`src/rtl/uart_alu_link_pkg.sv`:
```
// Shared constants, state encodings and helpers for the UART <-> ALU command link.
package uart_alu_link_pkg;

  localparam logic [7:0] HDR_IN  = 8'hAA;
  localparam logic [7:0] HDR_RES = 8'h55;
  localparam logic [7:0] HDR_ERR = 8'h5A;

  localparam logic [7:0] ERR_CHK = 8'h01;
  localparam logic [7:0] ERR_TMO = 8'h02;
  localparam logic [7:0] ERR_FRM = 8'h03;

  typedef enum logic [2:0] {
    ST_IDLE, ST_RX_OP, ST_RX_A, ST_RX_B, ST_RX_CHK, ST_EXEC, ST_TX
  } link_state_e;

  typedef enum logic [1:0] {
    TX_IDLE, TX_LOAD, TX_WAITBUSY, TX_WAITIDLE
  } tx_state_e;

  function automatic logic [7:0] sat_inc(input logic [7:0] v);
    return (v == 8'hFF) ? v : v + 8'd1;
  endfunction

endpackage

```
`src/rtl/uart_frame_tx.sv`:
```
// Streams a left-aligned byte buffer out through the UART start/busy handshake.
module uart_frame_tx
  import uart_alu_link_pkg::*;
#(
  parameter int NB = 1
) (
  input  logic                 clk,
  input  logic                 rst,
  input  logic                 start_i,
  input  logic [NB+2:0][7:0]   buf_i,
  input  logic [2:0]           len_i,
  input  logic                 tx_busy_i,
  output logic [7:0]           tx_data_o,
  output logic                 tx_start_o,
  output logic                 last_o,
  output logic                 done_o
);

  tx_state_e            state_q;
  logic [NB+2:0][7:0]   buf_q;
  logic [2:0]           idx_q;
  logic [7:0]           tx_data_q;
  logic                 tx_start_q, last_q, done_q;

  // The next byte to send always sits in the top slot; the buffer shifts up per byte.
  always_ff @(posedge clk) begin
    if (rst) begin
      state_q    <= TX_IDLE;
      buf_q      <= '0;
      idx_q      <= '0;
      tx_data_q  <= '0;
      tx_start_q <= 1'b0;
      last_q     <= 1'b0;
      done_q     <= 1'b0;
    end else begin
      tx_start_q <= 1'b0;
      last_q     <= 1'b0;
      done_q     <= 1'b0;
      unique case (state_q)
        TX_IDLE: if (start_i) begin
          buf_q   <= buf_i;
          idx_q   <= len_i - 3'd1;
          state_q <= TX_LOAD;
        end
        TX_LOAD: if (!tx_busy_i) begin
          tx_data_q  <= buf_q[NB+2];
          tx_start_q <= 1'b1;
          last_q     <= (idx_q == 3'd0);
          state_q    <= TX_WAITBUSY;
        end
        TX_WAITBUSY: if (tx_busy_i) state_q <= TX_WAITIDLE;
        TX_WAITIDLE: if (!tx_busy_i) begin
          if (idx_q == 3'd0) begin
            done_q  <= 1'b1;
            state_q <= TX_IDLE;
          end else begin
            idx_q   <= idx_q - 3'd1;
            buf_q   <= {buf_q[NB+1:0], 8'h00};
            state_q <= TX_LOAD;
          end
        end
        default: state_q <= TX_IDLE;
      endcase
    end
  end

  assign tx_data_o  = tx_data_q;
  assign tx_start_o = tx_start_q;
  assign last_o     = last_q;
  assign done_o     = done_q;

endmodule

```
`src/rtl/uart_alu_link.sv`:
```
// Packet receiver, checksum/timeout checker and ALU sequencer; response bytes go out via uart_frame_tx.
module uart_alu_link
  import uart_alu_link_pkg::*;
#(
  parameter int NB          = 1,
  parameter int ALU_LAT     = 1,
  parameter int TIMEOUT_CYC = 100_000
) (
  input  logic              clk,
  input  logic              rst,
  input  logic [7:0]        rx_data,
  input  logic              rx_valid,
  input  logic              rx_ferr,
  output logic [7:0]        tx_data,
  output logic              tx_start,
  input  logic              tx_busy,
  output logic [8*NB-1:0]   alu_a,
  output logic [8*NB-1:0]   alu_b,
  output logic [7:0]        alu_op,
  input  logic [8*NB-1:0]   alu_result,
  input  logic [3:0]        alu_flags,
  output logic              busy,
  output logic [7:0]        ok_count,
  output logic [7:0]        err_count
);

  localparam int              W        = 8 * NB;
  localparam int              TW       = $clog2(TIMEOUT_CYC + 1);
  localparam logic [TW-1:0]   TMO_LAST = TW'(TIMEOUT_CYC - 1);
  localparam logic [3:0]      LAT_LAST = 4'(ALU_LAT - 1);
  localparam logic [1:0]      IDX_LAST = 2'(NB - 1);

  link_state_e    state_q;
  logic [TW-1:0]  tmo_q;
  logic [7:0]     chk_q, op_q, alu_op_q, ok_q, err_q;
  logic [W-1:0]   a_q, b_q, alu_a_q, alu_b_q;
  logic [1:0]     idx_q;
  logic [3:0]     lat_q;
  logic           res_q;

  logic               err_go, res_go, in_rx, tx_last, tx_done;
  logic [7:0]         err_code, res_chk;
  logic [NB+2:0][7:0] frame_buf;
  logic [2:0]         frame_len;

  always_comb begin
    err_go    = 1'b0;
    err_code  = ERR_CHK;
    res_go    = 1'b0;
    in_rx     = (state_q == ST_RX_OP) || (state_q == ST_RX_A) ||
                (state_q == ST_RX_B)  || (state_q == ST_RX_CHK);
    if (in_rx) begin
      if (rx_valid && rx_ferr) begin
        err_go   = 1'b1;
        err_code = ERR_FRM;
      end else if (!rx_valid && tmo_q == TMO_LAST) begin
        err_go   = 1'b1;
        err_code = ERR_TMO;
      end else if (rx_valid && state_q == ST_RX_CHK && rx_data != chk_q) begin
        err_go   = 1'b1;
        err_code = ERR_CHK;
      end
    end
    if (state_q == ST_EXEC && lat_q == LAT_LAST) res_go = 1'b1;

    res_chk = {4'b0, alu_flags};
    for (int i = 0; i < NB; i++) res_chk = res_chk ^ alu_result[8*i +: 8];

    // Frames are packed first-byte-at-top so the transmitter only ever shifts up.
    frame_buf = '0;
    if (res_go) begin
      frame_buf[NB+2] = HDR_RES;
      for (int i = 0; i < NB; i++) frame_buf[NB+1-i] = alu_result[8*(NB-1-i) +: 8];
      frame_buf[1]    = {4'b0, alu_flags};
      frame_buf[0]    = res_chk;
      frame_len       = 3'(NB + 3);
    end else begin
      frame_buf[NB+2] = HDR_ERR;
      frame_buf[NB+1] = err_code;
      frame_len       = 3'd2;
    end
  end

  always_ff @(posedge clk) begin
    if (rst) begin
      state_q  <= ST_IDLE;
      tmo_q    <= '0;
      chk_q    <= '0;
      op_q     <= '0;
      a_q      <= '0;
      b_q      <= '0;
      idx_q    <= '0;
      lat_q    <= '0;
      res_q    <= 1'b0;
      alu_a_q  <= '0;
      alu_b_q  <= '0;
      alu_op_q <= '0;
      ok_q     <= '0;
      err_q    <= '0;
    end else begin
      unique case (state_q)
        ST_IDLE: if (rx_valid && !rx_ferr && rx_data == HDR_IN) begin
          state_q <= ST_RX_OP;
          tmo_q   <= '0;
          chk_q   <= '0;
        end
        ST_RX_OP, ST_RX_A, ST_RX_B, ST_RX_CHK: begin
          if (err_go) begin
            res_q   <= 1'b0;
            state_q <= ST_TX;
          end else if (rx_valid) begin
            tmo_q <= '0;
            chk_q <= chk_q ^ rx_data;
            if (state_q == ST_RX_OP) begin
              op_q    <= rx_data;
              idx_q   <= IDX_LAST;
              state_q <= ST_RX_A;
            end else if (state_q == ST_RX_A) begin
              a_q <= W'({a_q, rx_data});
              if (idx_q == 2'd0) begin
                idx_q   <= IDX_LAST;
                state_q <= ST_RX_B;
              end else idx_q <= idx_q - 2'd1;
            end else if (state_q == ST_RX_B) begin
              b_q <= W'({b_q, rx_data});
              if (idx_q == 2'd0) state_q <= ST_RX_CHK;
              else idx_q <= idx_q - 2'd1;
            end else begin
              // Checksum already verified by err_go being low.
              alu_a_q  <= a_q;
              alu_b_q  <= b_q;
              alu_op_q <= op_q;
              lat_q    <= '0;
              state_q  <= ST_EXEC;
            end
          end else tmo_q <= tmo_q + 1'b1;
        end
        ST_EXEC: if (res_go) begin
          res_q   <= 1'b1;
          state_q <= ST_TX;
        end else lat_q <= lat_q + 4'd1;
        ST_TX: if (tx_done) state_q <= ST_IDLE;
        default: state_q <= ST_IDLE;
      endcase
      if (tx_last) begin
        if (res_q) ok_q  <= sat_inc(ok_q);
        else       err_q <= sat_inc(err_q);
      end
    end
  end

  uart_frame_tx #(.NB(NB)) u_tx (
    .clk        (clk),
    .rst        (rst),
    .start_i    (err_go | res_go),
    .buf_i      (frame_buf),
    .len_i      (frame_len),
    .tx_busy_i  (tx_busy),
    .tx_data_o  (tx_data),
    .tx_start_o (tx_start),
    .last_o     (tx_last),
    .done_o     (tx_done)
  );

  assign alu_a     = alu_a_q;
  assign alu_b     = alu_b_q;
  assign alu_op    = alu_op_q;
  assign busy      = (state_q != ST_IDLE);
  assign ok_count  = ok_q;
  assign err_count = err_q;

endmodule

```
`config.mk`:
```
export PLATFORM = sky130hd
export DESIGN_NAME = uart_alu_link
export DESIGN_NICKNAME = d
export VERILOG_FILES = /design/src/rtl/uart_alu_link_pkg.sv /design/src/rtl/uart_frame_tx.sv /design/src/rtl/uart_alu_link.sv
export SDC_FILE = /design/constraint.sdc
export NUM_CORES = 1
export LEC_CHECK = 0
export ABC_AREA = 1
export ABC_CLOCK_PERIOD_IN_PS = 4480
export CAP_MARGIN = 20
export CORE_MARGIN = 4
export CORE_UTILIZATION = 63
export CTS_BUF_LIST = sky130_fd_sc_hd__clkbuf_2 sky130_fd_sc_hd__clkbuf_4 sky130_fd_sc_hd__clkbuf_8
export CTS_CLUSTER_DIAMETER = 30
export DETAILED_ROUTE_END_ITERATION = 10
export PLACE_DENSITY = 0.92
export SLEW_MARGIN = 20
export SYNTH_ARGS = -nofsm -noshare
export SYNTH_HDL_FRONTEND = slang
export SYNTH_SLANG_ARGS = --single-unit
```
`constraint.sdc`:
```
create_clock -name clk -period 4.48 [get_ports clk]
set_input_delay 0.896 -clock clk [delete_from_list [all_inputs] [get_ports clk]]
set_output_delay 0.896 -clock clk [all_outputs]
set_load 0.1 [all_outputs]
```
After elaboration in Yosys (flattened, before gate mapping)
Cells that the tools add are included.
Operators by class
  reduce and logical (&&, ||, !) cells: 41
  $add $sub $neg: 7
  equal/unequal tests: 33
  mux-type cells: 61
  bitwise logic cells: 13
Operators with widths (number)
  32-bit two-way mux: 3
  32-bit one-hot mux with 2 select lines: 1
  17-bit two-way mux: 3
  3-bit two-way mux: 14
  17-bit one-hot mux with 2 select lines: 1
  2-bit != test, second input constant: 13
  8-bit equality test, second input constant: 3
  12-bit two-way mux: 2
  2-bit two-way mux: 12
  4-bit two-way mux: 6
  8-bit two-way mux: 3
  6-bit AND reduction: 3
  17-bit by 1-bit adder with 17-bit output, second input constant: 1
  17-bit equality test, second input constant: 1
  8-bit by 1-bit adder with 8-bit output, second input constant: 2
  8-bit one-hot mux with 2 select lines: 1
  4-bit AND reduction: 4
  3-bit one-hot mux with 4 select lines: 1
  3-bit AND reduction: 4
  1-bit two-way mux: 10
  5-bit != test, second input constant: 2
  1-bit NOT: 10
  5-bit AND reduction: 2
  3-bit equality test, second input constant: 3
  other kinds (30): 50
Word-level totals
  bits in registers: 147
  output and inout bits: 50
  input port bits: 25
  word-level logic and storage cells: 179

Longest topological paths before layout
Gate-level depths: netlist of the first run.
  word-level depth: 10
  gate-level depth with buffers: 16
  mapped depth without buffers: 15

Cells and area by module
Synthesis of the first run repeated with hierarchy kept, for this count alone.
Second synthesis, totals
  cells, all modules: 1108
  area total of the unflattened synthesis: 7619.8 sq um
By module, submodules not included
  uart_alu_link: area each 5078.6 sq um, sequential area each 1981.9 sq um, cells each 757, instances 1
  uart_frame_tx: area each 2541.2 sq um, sequential area each 960.9 sq um, cells each 351, instances 1

Worst setup path before layout of the first run
No wires, ideal clock.
  path type: reg2reg
  start: register ok_q[0] (netlist: ok_count[0])
  end: register ok_q[5] (netlist: ok_count[5])
  slack: 2.111 ns
  library setup time: 0.061 ns
  stages on the path, launching flop included: 11
  arrival time: 2.308 ns
  buffers on the path: 1
  required time: 4.419 ns
  cells stage by stage: dfxtp_1 ha_1 nand3_1 nor2_1 nand2_1 and3_1 clkbuf_1 nand4_1 nor2_1 a21oi_1 o21a_1
Between the ends
  longest elaborated chain between the ends: 3
RTL lines
  from (decl): line uart_alu_link.sv:35  | logic [7:0] chk_q, op_q, alu_op_q, ok_q, err_q;
  from (signal assigned): line uart_alu_link.sv:146  | if (res_q) ok_q <= sat_inc(ok_q);
  branches (longest 3 deep; another with 8-bit by 1-bit adder with 8-bit output)
Several ways; the timed one is not identified.
A chain may end at the register's enable or synchronous reset.

Final worst setup path of the first run
  start: register state_q[2]
  end: output port busy
Between the ends
  longest elaborated chain between the ends: 1
RTL lines
  from (decl): line uart_alu_link.sv:33  | link_state_e state_q;
  from (signal assigned): line uart_alu_link.sv:86  | state_q <= ST_IDLE;
  from (signal assigned): line uart_alu_link.sv:103  | state_q <= ST_RX_OP;
  from (signal assigned): line uart_alu_link.sv:110  | state_q <= ST_TX;
  3-bit nonzero test: line uart_alu_link.sv:168  | assign busy = (state_q != ST_IDLE);
  to (decl): line uart_alu_link.sv:22  | output logic busy,
Every way passes these cells.

==> results of run 1 <==
[worst max path at each step]
stage / to / slack, ps / cells after the start
2_1_floorplan: ok_count[5]$_SDFFE_PP0P_ / 2110 / 10
3_3_place_gp: u_tx.buf_q[13]$_SDFFE_PP0P_ / 1220 / 15
3_5_place_dp: u_tx.buf_q[27]$_SDFFE_PP0P_ / 1140 / 13
4_1_cts: busy / 1240 / 3
5_1_grt: busy / 1190 / 3
6_report: busy / 1250 / 3
[flip-flops by register name, indices dropped and copies added (netlist names), 2 cells and up]
| signal | count |
|---|---|
| a_q | 8 |
| alu_a | 8 |
| alu_b | 8 |
| alu_op | 8 |
| b_q | 8 |
| chk_q | 8 |
| err_count | 8 |
| idx_q | 2 |
| lat_q | 4 |
| ok_count | 8 |
| op_q | 8 |
| state_q | 3 |
| tmo_q | 17 |
| u_tx.buf_q | 32 |
| u_tx.idx_q | 3 |
| u_tx.state_q | 2 |
| u_tx.tx_data_o | 8 |
[power groups by stage]
stage	Clock (W)	Sequential (W)	Combinational [W]
global placement	0	0.00175	0.00200
CTS	0.00106	0.00173	0.00207
floorplan	0	0.00208	0.00140
detailed placement	0	0.00176	0.00205
global route	0.00111	0.00176	0.00236
finish	0.00104	0.00173	0.00208
[cells by family after synthesis]
logic type	after synthesis
AOI/OAI and AO/OA	194
DFF	147
xor gates and xnor gates	9
buffers and inverters	203
adders and majority gates	11
and+or+nand+nor	476
[cell usage after synthesis (3+ instances only)]
master | instances | area share (%)
nand2_1 | 215 | 12
o21ai_0 | 95 | 6.8
buf_6 | 5 | 0.81
o22ai_1 | 8 | 0.72
xor2_1 | 8 | 1.0
nor2_2 | 4 | 0.36
nor4_1 | 3 | 0.27
buf_2 | 8 | 0.58
o21a_1 | 3 | 0.32
ha_1 | 11 | 2.0
nand4_1 | 23 | 2.1
clkbuf_1 | 24 | 1.3
nor2_1 | 176 | 9.5
inv_2 | 10 | 0.54
dfxtp_1 | 147 | 42
nand3_1 | 28 | 2.0
inv_1 | 152 | 8.2
a21oi_1 | 79 | 5.7
nor3_1 | 16 | 1.2
[worst max-delay path, delay by kind of cell (launching register included)]
family | cells | cell delay (ps)
buffers and inverters | 2 | 1250
DFF | 1 | 440
and+or+nand+nor | 1 | 180
[stage by stage]
| stage | setup slack [ps] | utilization [%] | hold WS (ps) |
|---|---|---|---|
| floorplan | 2110 | - | 427 |
| global placement | 1220 | 71.5 | 432 |
| detailed placement | 1140 | 71.5 | 435 |
| CTS | 1240 | 75.1 | 448 |
| global route | 1190 | 75.1 | 467 |
| finish | 1250 | 75.1 | 445 |
[area by class of cell]
cell class	instances	area (um2)	share of cell area [%]
clock buffer	18	248	3.04
clock inverter	14	153	1.87
inverter	164	618	7.59
multi-input combinational	690	3200	39.3
sequential	147	2940	36.1
tap	140	175	2.15
timing repair buffer	81	806	9.89
[per-layer routing]
metal | part of all wire [%] | GRT usage (%) | up-vias
li1 | - | - | 3403
met2 | 48 | 40.4 | 199
met4 | 1.5 | 8.57 | 0
met5 | 0 | 0 | -
met3 | 5.5 | 5.29 | 26
met1 | 45 | 31.6 | 2902
==> flow_metrics.py, run 1 <==
metrics = {
    "finish": {
        "num-fill-cells": 825,
        "fin_area_um2": 8150,
        "n_antenna_cell": 0,
        "area_growth_pct": 17.1,
        "nets": 1137,
        "drive_gt1_share_pct": 5.75,
        "final_cell_mix": "215 x nand2_1, 176 x nor2_1, 151 x inv_1",
        "mostFrequentLayoutCell": "nand2_1",
        "instances_no_fill": 1254,
    },
    "yosys": {
        "synthArstFlopShare_pct": 0,
        "ys_ff_latch": 147,
        "synth_top_family_by_area": "simple AND/OR/NAND/NOR gates",
        "netlist_area_um2": 6960,
        "synth_area_per_cell_um2": 6.69,
        "synth_compound_area_share_pct": 14.5,
        "synth_fa_ha_area_share_pct": 1.98,
        "synth_xor_area_share_pct": 1.13,
        "synthFlopType": "dfxtp_1",
        "synthSimpleGateAreaFrac_pct": 28.4,
        "synthesis.nets": 1076,
        "netlist_instances": 1040,
        "synth.area.mux_share_pct": 0,
        "synth.distinct_cells": 36,
        "ys_warn_count": 0,
        "seq_area_frac_synth_pct": 42.3,
        "synth_edf_count": 0,
    },
    "sta": {
        "rsz0062_at_grt": "false",
        "clock_skew_ps": 9.29,
        "worst_pin_slew_ps": 1030,
        "drv_slew": 0,
        "finalHoldViolCount": 0,
        "fmax_mhz": 310,
        "maxSlewHeadroom_pct": 31.3,
        "setup_tns_ps": 0,
        "setup_viol": 0,
        "finalCritPeriodShare_pct": 72.0,
        "finalCriticalPeriod_ps": 3230,
    },
    "clocking": {
        "max-clock-path-buffers": 2,
        "post_cts_resized": 0,
        "clk_latency_ps": 460,
        "cts_inserted_buffers": 17,
        "clk_pin_slew_ps": 80,
        "clkSinkCount": 147,
        "h-tree-depth": 4,
        "cts_setup_buffers": 0,
        "cts_tree": "built",
        "cts_hold_buf": 0,
        "cts_root_buffer": "clkbuf_8",
    },
    "detailed_routing": {
        "drt-initial-drc-count": 652,
        "via_count": 6530,
        "wire_per_inst_um": 12.0,
        "drt_pass1_iterations": 5,
        "avgViaCountPerCell": 5.21,
        "route.detailed.drc": 0,
        "antenna_left": 0,
        "drt-total-wl_mm": 15.0,
    },
    "place": {
        "place_area_um2": 7750,
        "place_inst": 1222,
        "place_hpwl_mm": 10.2,
        "gp_congestion": 0.893,
        "portBuffers": 74,
    },
    "power_and_ir_drop": {
        "power_frac_clock_pct": 21.4,
        "p_sw_share_pct": 44.6,
        "pwr-share-seq_pct": 35.7,
        "power.leakage_nw": 3.61,
        "pwr-share-comb_pct": 42.9,
        "ir_worst_vdd_v": 0.000390,
        "p_int_w": 0.00269,
        "fin_total_pwr_w": 0.00485,
        "power_density_nw_per_um2": 595,
        "netSwitchingPower_w": 0.00216,
    },
    "setup_path": {
        "crit-reg2reg-launch": "tmo_q[0]$_SDFFE_PP0P_",
        "r2r-end": "alu_a[6]$_SDFFE_PP0P_",
        "worstSetupPathType": "flip-flop to output port",
        "end_kind": "output port",
        "crit_fanout": 5,
        "crit_path_start": "state_q[2]$_SDFFE_PP0P_",
        "start_kind": "flip-flop",
        "slowest_delay_ps": 1170,
        "worstPathCellList": "inv_2, nand2_1, clkdlybuf4s50_1",
        "r2r_cells": 12,
        "r2r_setup_slack_ps": 1850,
        "crit_slowest_cell": "clkdlybuf4s50_1",
        "arrival_ps": 2330,
        "crit_required_ps": 3580,
    },
    "global_route": {
        "gr-total-overflow": 0,
        "track_usage_pct": 24.4,
        "grt_max_degree": 57,
        "grt_pass1_vias": 5888,
        "grt_pass1_wl_mm": 26.2,
        "antenna_found_initial": 0,
    },
    "outcome": {
        "status": "completed",
    },
    "worst_hold_path": {
        "hold_depth": 2,
        "hp-start": "alu_b[5]$_SDFFE_PP0P_",
        "min_path_type": "flip-flop to flip-flop",
        "whs_endpoint": "alu_b[5]$_SDFFE_PP0P_",
    },
    "floorplanning": {
        "die_h_um": 113,
        "die_w_um": 113,
        "ios": 75,
        "rows": 38,
        "fp.coreArea_um2": 10800,
        "initial_utilization_pct": 64.2,
        "dieArea_um2": 12800,
    },
    "flow_run": {
        "cap_violations": 0,
    },
}
(Power assumes the default switching activity.)
==> inputs of run 2 (changes only) <==
--- a/config.mk
+++ b/config.mk
@@ -6,14 +6,14 @@
 export NUM_CORES = 1
 export LEC_CHECK = 0
 export ABC_AREA = 1
-export ABC_CLOCK_PERIOD_IN_PS = 4480
+export ABC_CLOCK_PERIOD_IN_PS = 3110
 export CAP_MARGIN = 20
 export CORE_MARGIN = 4
-export CORE_UTILIZATION = 63
+export CORE_UTILIZATION = 59
 export CTS_BUF_LIST = sky130_fd_sc_hd__clkbuf_2 sky130_fd_sc_hd__clkbuf_4 sky130_fd_sc_hd__clkbuf_8
 export CTS_CLUSTER_DIAMETER = 30
 export DETAILED_ROUTE_END_ITERATION = 10
-export PLACE_DENSITY = 0.92
+export PLACE_DENSITY = 0.87
 export SLEW_MARGIN = 20
 export SYNTH_ARGS = -nofsm -noshare
 export SYNTH_HDL_FRONTEND = slang
==> constraint.sdc (replaced) <==
create_clock -name clk -period 3.11 [get_ports clk]
set_input_delay 0.622 -clock clk [delete_from_list [all_inputs] [get_ports clk]]
set_output_delay 0.622 -clock clk [all_outputs]
set_load 0.1 [all_outputs]
==> flow_metrics.py, run 2 (same netlist as run 1, synthesis figures left out) <==
metrics = {
    "outcome": {
        "status": "completed",
    },
    "global_route": {
        "grt_pass1_wl_mm": 26.6,
        "grt_pass1_vias": 5986,
        "track_usage_pct": 23.9,
        "gr-total-overflow": 0,
        "antenna_found_initial": 0,
        "grt_max_degree": 61,
    },
    "finish": {
        "final_cell_mix": "215 x nand2_1, 176 x nor2_1, 151 x inv_1",
        "area_growth_pct": 18.0,
        "nets": 1153,
        "mostFrequentLayoutCell": "nand2_1",
        "largest_reg_flops": 32,
        "finalCoreUtilization_pct": 71.6,
        "instances_no_fill": 1273,
        "reg.largest.list": "u_tx.buf_q (32), tmo_q (17)",
        "drive_gt1_share_pct": 11.5,
        "n_antenna_cell": 0,
        "top_register": "u_tx.buf_q",
    },
    "sta": {
        "finalCriticalPeriod_ps": 2450,
        "setup_tns_ps": 0,
        "setup_viol": 0,
        "fmax_mhz": 408,
        "drv_slew": 0,
        "clock_skew_ps": 10.6,
        "setup_slack_ps": 661,
        "maxSlewHeadroom_pct": 61.9,
        "worst_pin_slew_ps": 567,
        "finalCritPeriodShare_pct": 78.7,
        "finalHoldViolCount": 0,
        "rsz0062_at_grt": "false",
    },
    "floorplanning": {
        "rows": 39,
        "die_w_um": 117,
        "fp.coreArea_um2": 11500,
        "die_h_um": 117,
        "initial_utilization_pct": 60.7,
        "ios": 75,
        "dieArea_um2": 13600,
    },
    "clocking": {
        "cts_inserted_buffers": 17,
        "clk_pin_slew_ps": 80,
        "cts_root_buffer": "clkbuf_8",
        "clk_latency_ps": 460,
        "clkSinkCount": 147,
        "cts_hold_buf": 0,
        "cts_setup_buffers": 0,
        "max-clock-path-buffers": 2,
        "post_cts_resized": 0,
        "cts_tree": "built",
        "h-tree-depth": 4,
    },
    "detailed_routing": {
        "wl_met1_mm": 7.22,
        "drt-total-wl_mm": 15.7,
        "drt_pass1_iterations": 5,
        "highest_layer": "met4",
        "avgViaCountPerCell": 5.21,
        "wire_per_inst_um": 12.3,
        "drt-initial-drc-count": 599,
        "met2WireLength_mm": 7.41,
        "met3_length_um": 823,
        "antenna_left": 0,
        "route.detailed.drc": 0,
        "via_count": 6631,
    },
    "setup_path": {
        "end_kind": "flip-flop",
        "r2r_cells": 13,
        "worstSetupPathType": "flip-flop to flip-flop",
        "r2r-end": "b_q[1]$_SDFFE_PP0P_",
        "crit_fanout": 9,
        "crit_slowest_cell": "dfxtp_1",
        "worstPathCellList": "ha_1, nand2_1, inv_1, nand2_1, nor2_1, a21oi_1, nand2_1, nand2_4, nand2_1, nor2_2, inv_2, nor2_1, nor2_1",
        "start_kind": "flip-flop",
        "r2r_setup_slack_ps": 660,
        "crit_required_ps": 3470,
        "crit_top_cell": "nand2_1",
        "crit-reg2reg-launch": "tmo_q[0]$_SDFFE_PP0P_",
        "slowest_delay_ps": 370,
        "arrival_ps": 2810,
    },
    "place": {
        "gp_congestion": 0.928,
        "portBuffers": 74,
        "place_inst": 1241,
        "place_hpwl_mm": 10.6,
        "dp_slack_ps": 285,
    },
    "power_and_ir_drop": {
        "power.leakage_nw": 3.83,
        "ir_worst_vdd_v": 0.000542,
        "power_density_nw_per_um2": 889,
    },
    "flow_run": {
        "cap_violations": 0,
    },
    "worst_hold_path": {
        "hp-start": "alu_a[4]$_SDFFE_PP0P_",
        "whs_endpoint": "alu_a[4]$_SDFFE_PP0P_",
        "min_path_type": "flip-flop to flip-flop",
        "hold_depth": 2,
    },
}
-- run 2: worst max-delay path, delay by kind of cell, from the launching register on --
kind	cells	cell delay (ps)
adders and majority gates	1	270
DFF	1	370
buffers and inverters	2	210
AOI/OAI and AO/OA	1	170
and+or+nand+nor	9	1320
-- run 2: metrics by stage --
stage / cell area (um2) / hold WS [ps] / power (W)
floorplan: 6960 / 427 / 0.00502
global route: 8210 / 471 / 0.00783
CTS: 8210 / 449 / 0.00731
global placement: 7770 / 433 / 0.00553
finish: 8210 / 449 / 0.00730
detailed placement: 7770 / 437 / 0.00563
-- run 2: how the worst max path moves through the flow --
stage                     cells after the start                startpoint  slack [ps]                       end
after global placement                       15                rx_data[7]         270       b_q[4]$_SDFFE_PP0P_
final                                        13     tmo_q[0]$_SDFFE_PP0P_         660       b_q[1]$_SDFFE_PP0P_
after CTS                                    13     tmo_q[0]$_SDFFE_PP0P_         720       b_q[4]$_SDFFE_PP0P_
after detailed placement                     14                rx_data[7]         280       b_q[4]$_SDFFE_PP0P_
after global routing                         13     tmo_q[0]$_SDFFE_PP0P_         450       b_q[1]$_SDFFE_PP0P_
after floorplan                              10  ok_count[0]$_SDFFE_PP0P_         740  ok_count[5]$_SDFFE_PP0P_
-- run 2: per-layer routing --
metal,track usage [%],up-vias
met5,0,-
met4,7.80,0
met3,5.39,21
met2,39.7,175
met1,30.8,2997
li1,-,3438
-- run 2: final cells by class --
cell class	count	area (um2)
Fill cell	963	3250
Inverter	164	618
Sequential cell	147	2940
Tap cell	143	179
Timing Repair Buffer	97	826
Multi-Input combinational cell	690	3200
Clock buffer	18	241
Clock inverter	14	203
-- run 2: where the power goes --
group / internal (W) / switching (W) / leakage [nW] / total [W]
Combinational: 0.000928 / 0.00221 / 2.41 / 0.00314
Sequential: 0.00230 / 0.000199 / 1.20 / 0.00250
Clock: 0.000896 / 0.000773 / 0.222 / 0.00167
==> inputs of run 3 (changes only) <==
--- a/config.mk
+++ b/config.mk
@@ -6,7 +6,7 @@
 export NUM_CORES = 1
 export LEC_CHECK = 0
 export ABC_AREA = 1
-export ABC_CLOCK_PERIOD_IN_PS = 3110
+export ABC_CLOCK_PERIOD_IN_PS = 2400
 export CAP_MARGIN = 20
 export CORE_MARGIN = 4
 export CORE_UTILIZATION = 59
==> constraint.sdc (replaced) <==
create_clock -name clk -period 2.4 [get_ports clk]
set_input_delay 0.48 -clock clk [delete_from_list [all_inputs] [get_ports clk]]
set_output_delay 0.48 -clock clk [all_outputs]
set_load 0.1 [all_outputs]
==> flow_metrics.py, run 3 (same netlist as run 1, synthesis figures left out) <==
metrics = {
    "outcome": {
        "status": "completed",
    },
    "setup_path": {
        "crit_required_ps": 2750,
        "end_kind": "flip-flop",
        "arrival_ps": 2510,
        "crit_fanout": 8,
        "worst-path-buf-inv": 2,
        "crit_slowest_cell": "dfxtp_1",
        "crit_top_cell": "nand2_1",
        "path_depth": 13,
        "worstPathCellList": "ha_1, nand2_1, inv_1, nand2_1, nor2_1, a21oi_1, nand2_1, nand2_4, nand2_1, nor2_2, buf_4, o21ai_0, nor2_1",
        "worstSetupPathType": "flip-flop to flip-flop",
        "slowest_delay_ps": 370,
        "start_kind": "flip-flop",
        "crit_family": "simple AND/OR/NAND/NOR gates",
        "r2r_cells": 13,
    },
    "clocking": {
        "max-clock-path-buffers": 2,
        "clkSinkCount": 147,
        "cts_tree": "built",
        "cts_inserted_buffers": 17,
        "cts_hold_buf": 0,
        "cts_setup_buffers": 0,
        "clk_pin_slew_ps": 90,
        "h-tree-depth": 4,
        "clk_latency_ps": 460,
        "post_cts_resized": 0,
        "cts_root_buffer": "clkbuf_8",
    },
    "place": {
        "dp_slack_ps": -81.8,
        "place_hpwl_mm": 10.7,
        "gp_congestion": 0.941,
        "portBuffers": 74,
        "place_area_um2": 7900,
    },
    "worst_hold_path": {
        "min_path_type": "flip-flop to flip-flop",
        "hold_depth": 2,
    },
    "sta": {
        "setup_slack_ps": 233,
        "finalHoldViolCount": 0,
        "finalCriticalPeriod_ps": 2170,
        "clock_skew_ps": 11.7,
        "worst_pin_slew_ps": 429,
        "finalCritPeriodShare_pct": 90.3,
        "setup_tns_ps": 0,
        "drv_slew": 0,
        "maxSlewHeadroom_pct": 71.2,
        "fmax_mhz": 461,
        "setup_viol": 0,
        "rsz0062_at_grt": "false",
    },
    "floorplanning": {
        "ios": 75,
        "initial_utilization_pct": 60.7,
        "dieArea_um2": 13600,
        "die_h_um": 117,
        "die_w_um": 117,
        "fp.coreArea_um2": 11500,
        "rows": 39,
    },
    "detailed_routing": {
        "drt-total-wl_mm": 15.4,
        "drt_pass1_iterations": 5,
        "drt-initial-drc-count": 535,
        "via_count": 6638,
        "antenna_left": 0,
        "route.detailed.drc": 0,
        "wire_per_inst_um": 11.9,
        "avgViaCountPerCell": 5.15,
    },
    "finish": {
        "top_register": "u_tx.buf_q",
        "drive_gt1_share_pct": 12.7,
        "reg.largest.list": "u_tx.buf_q (32), tmo_q (17)",
        "num-fill-cells": 920,
        "n_antenna_cell": 0,
        "multi_input_area_um2": 3200,
        "fin_area_um2": 8290,
        "final_cell_mix": "215 x nand2_1, 176 x nor2_1, 151 x inv_1",
        "largest_reg_flops": 32,
        "register_area_um2": 2940,
        "mostFrequentLayoutCell": "nand2_1",
        "nets": 1169,
        "area_growth_pct": 19.2,
    },
    "global_route": {
        "grt_use_met1_pct": 30.2,
        "antenna_found_initial": 0,
        "grt_pass1_vias": 5906,
        "grt_pass1_wl_mm": 26.1,
        "grt_use_met2_pct": 38.0,
        "track_usage_pct": 23.5,
        "gr-total-overflow": 0,
        "met3_usage_pct": 5.70,
        "top_usage_layer": "met2",
        "grt_max_degree": 49,
    },
    "power_and_ir_drop": {
        "power.leakage_nw": 3.88,
        "fin_total_pwr_w": 0.00934,
        "ir_worst_vdd_v": 0.000761,
        "power_density_nw_per_um2": 1130,
    },
    "flow_run": {
        "cap_violations": 0,
    },
}
==> run 3: final cells by class <==
class | count | area share (%)
clock buffer | 18 | 2.99
timing repair buffer | 113 | 11.6
clock inverter | 14 | 1.73
tap | 143 | 2.16
multi-input combinational | 690 | 38.6
sequential | 147 | 35.5
inverter | 164 | 7.45
==> run 3: layer usage <==
metal / up-vias / wire [um]
met4: 0 / 301
met3: 33 / 880
met1: 2948 / 7050
li1: 3460 / -
met2: 197 / 7160
met5: - / 0
==> run 3: worst paths after layout <==
path | startpoint | to | slack, ps
max | tmo_q[1]$_SDFFE_PP0P_ | b_q[7]$_SDFFE_PP0P_ | 230
min | alu_op[2]$_SDFFE_PP0P_ | alu_op[2]$_SDFFE_PP0P_ | 450
max reg2reg | tmo_q[1]$_SDFFE_PP0P_ | b_q[7]$_SDFFE_PP0P_ | 230
min reg2reg | alu_op[2]$_SDFFE_PP0P_ | alu_op[2]$_SDFFE_PP0P_ | 450
==> run 3: through the flow <==
step	cells	hold WS [ps]	util [%]
2_1_floorplan	1040	427	-
3_3_place_gp	1257	432	68.9
3_5_place_dp	1257	435	68.9
4_1_cts	1289	448	72.3
5_1_grt	1289	465	72.3
6_report	1289	445	72.3
==> run 3: worst register-to-register path: stages, from the launching register on <==
cell     delay, ps
dfxtp_1        370
ha_1           230
nand2_1        100
inv_1           80
nand2_1         80
nor2_1         190
a21oi_1        100
nand2_1        150
nand2_4        100
nand2_1        180
nor2_2          70
buf_4          160
o21ai_0        200
nor2_1          70
==> run 3: where the power goes <==
group	leakage (nW)	switching (W)	internal (W)	total (W)
combinational	2.49	0.00289	0.00132	0.00421
clock	0.194	0.00102	0.000878	0.00190
sequential	1.20	0.000252	0.00298	0.00323
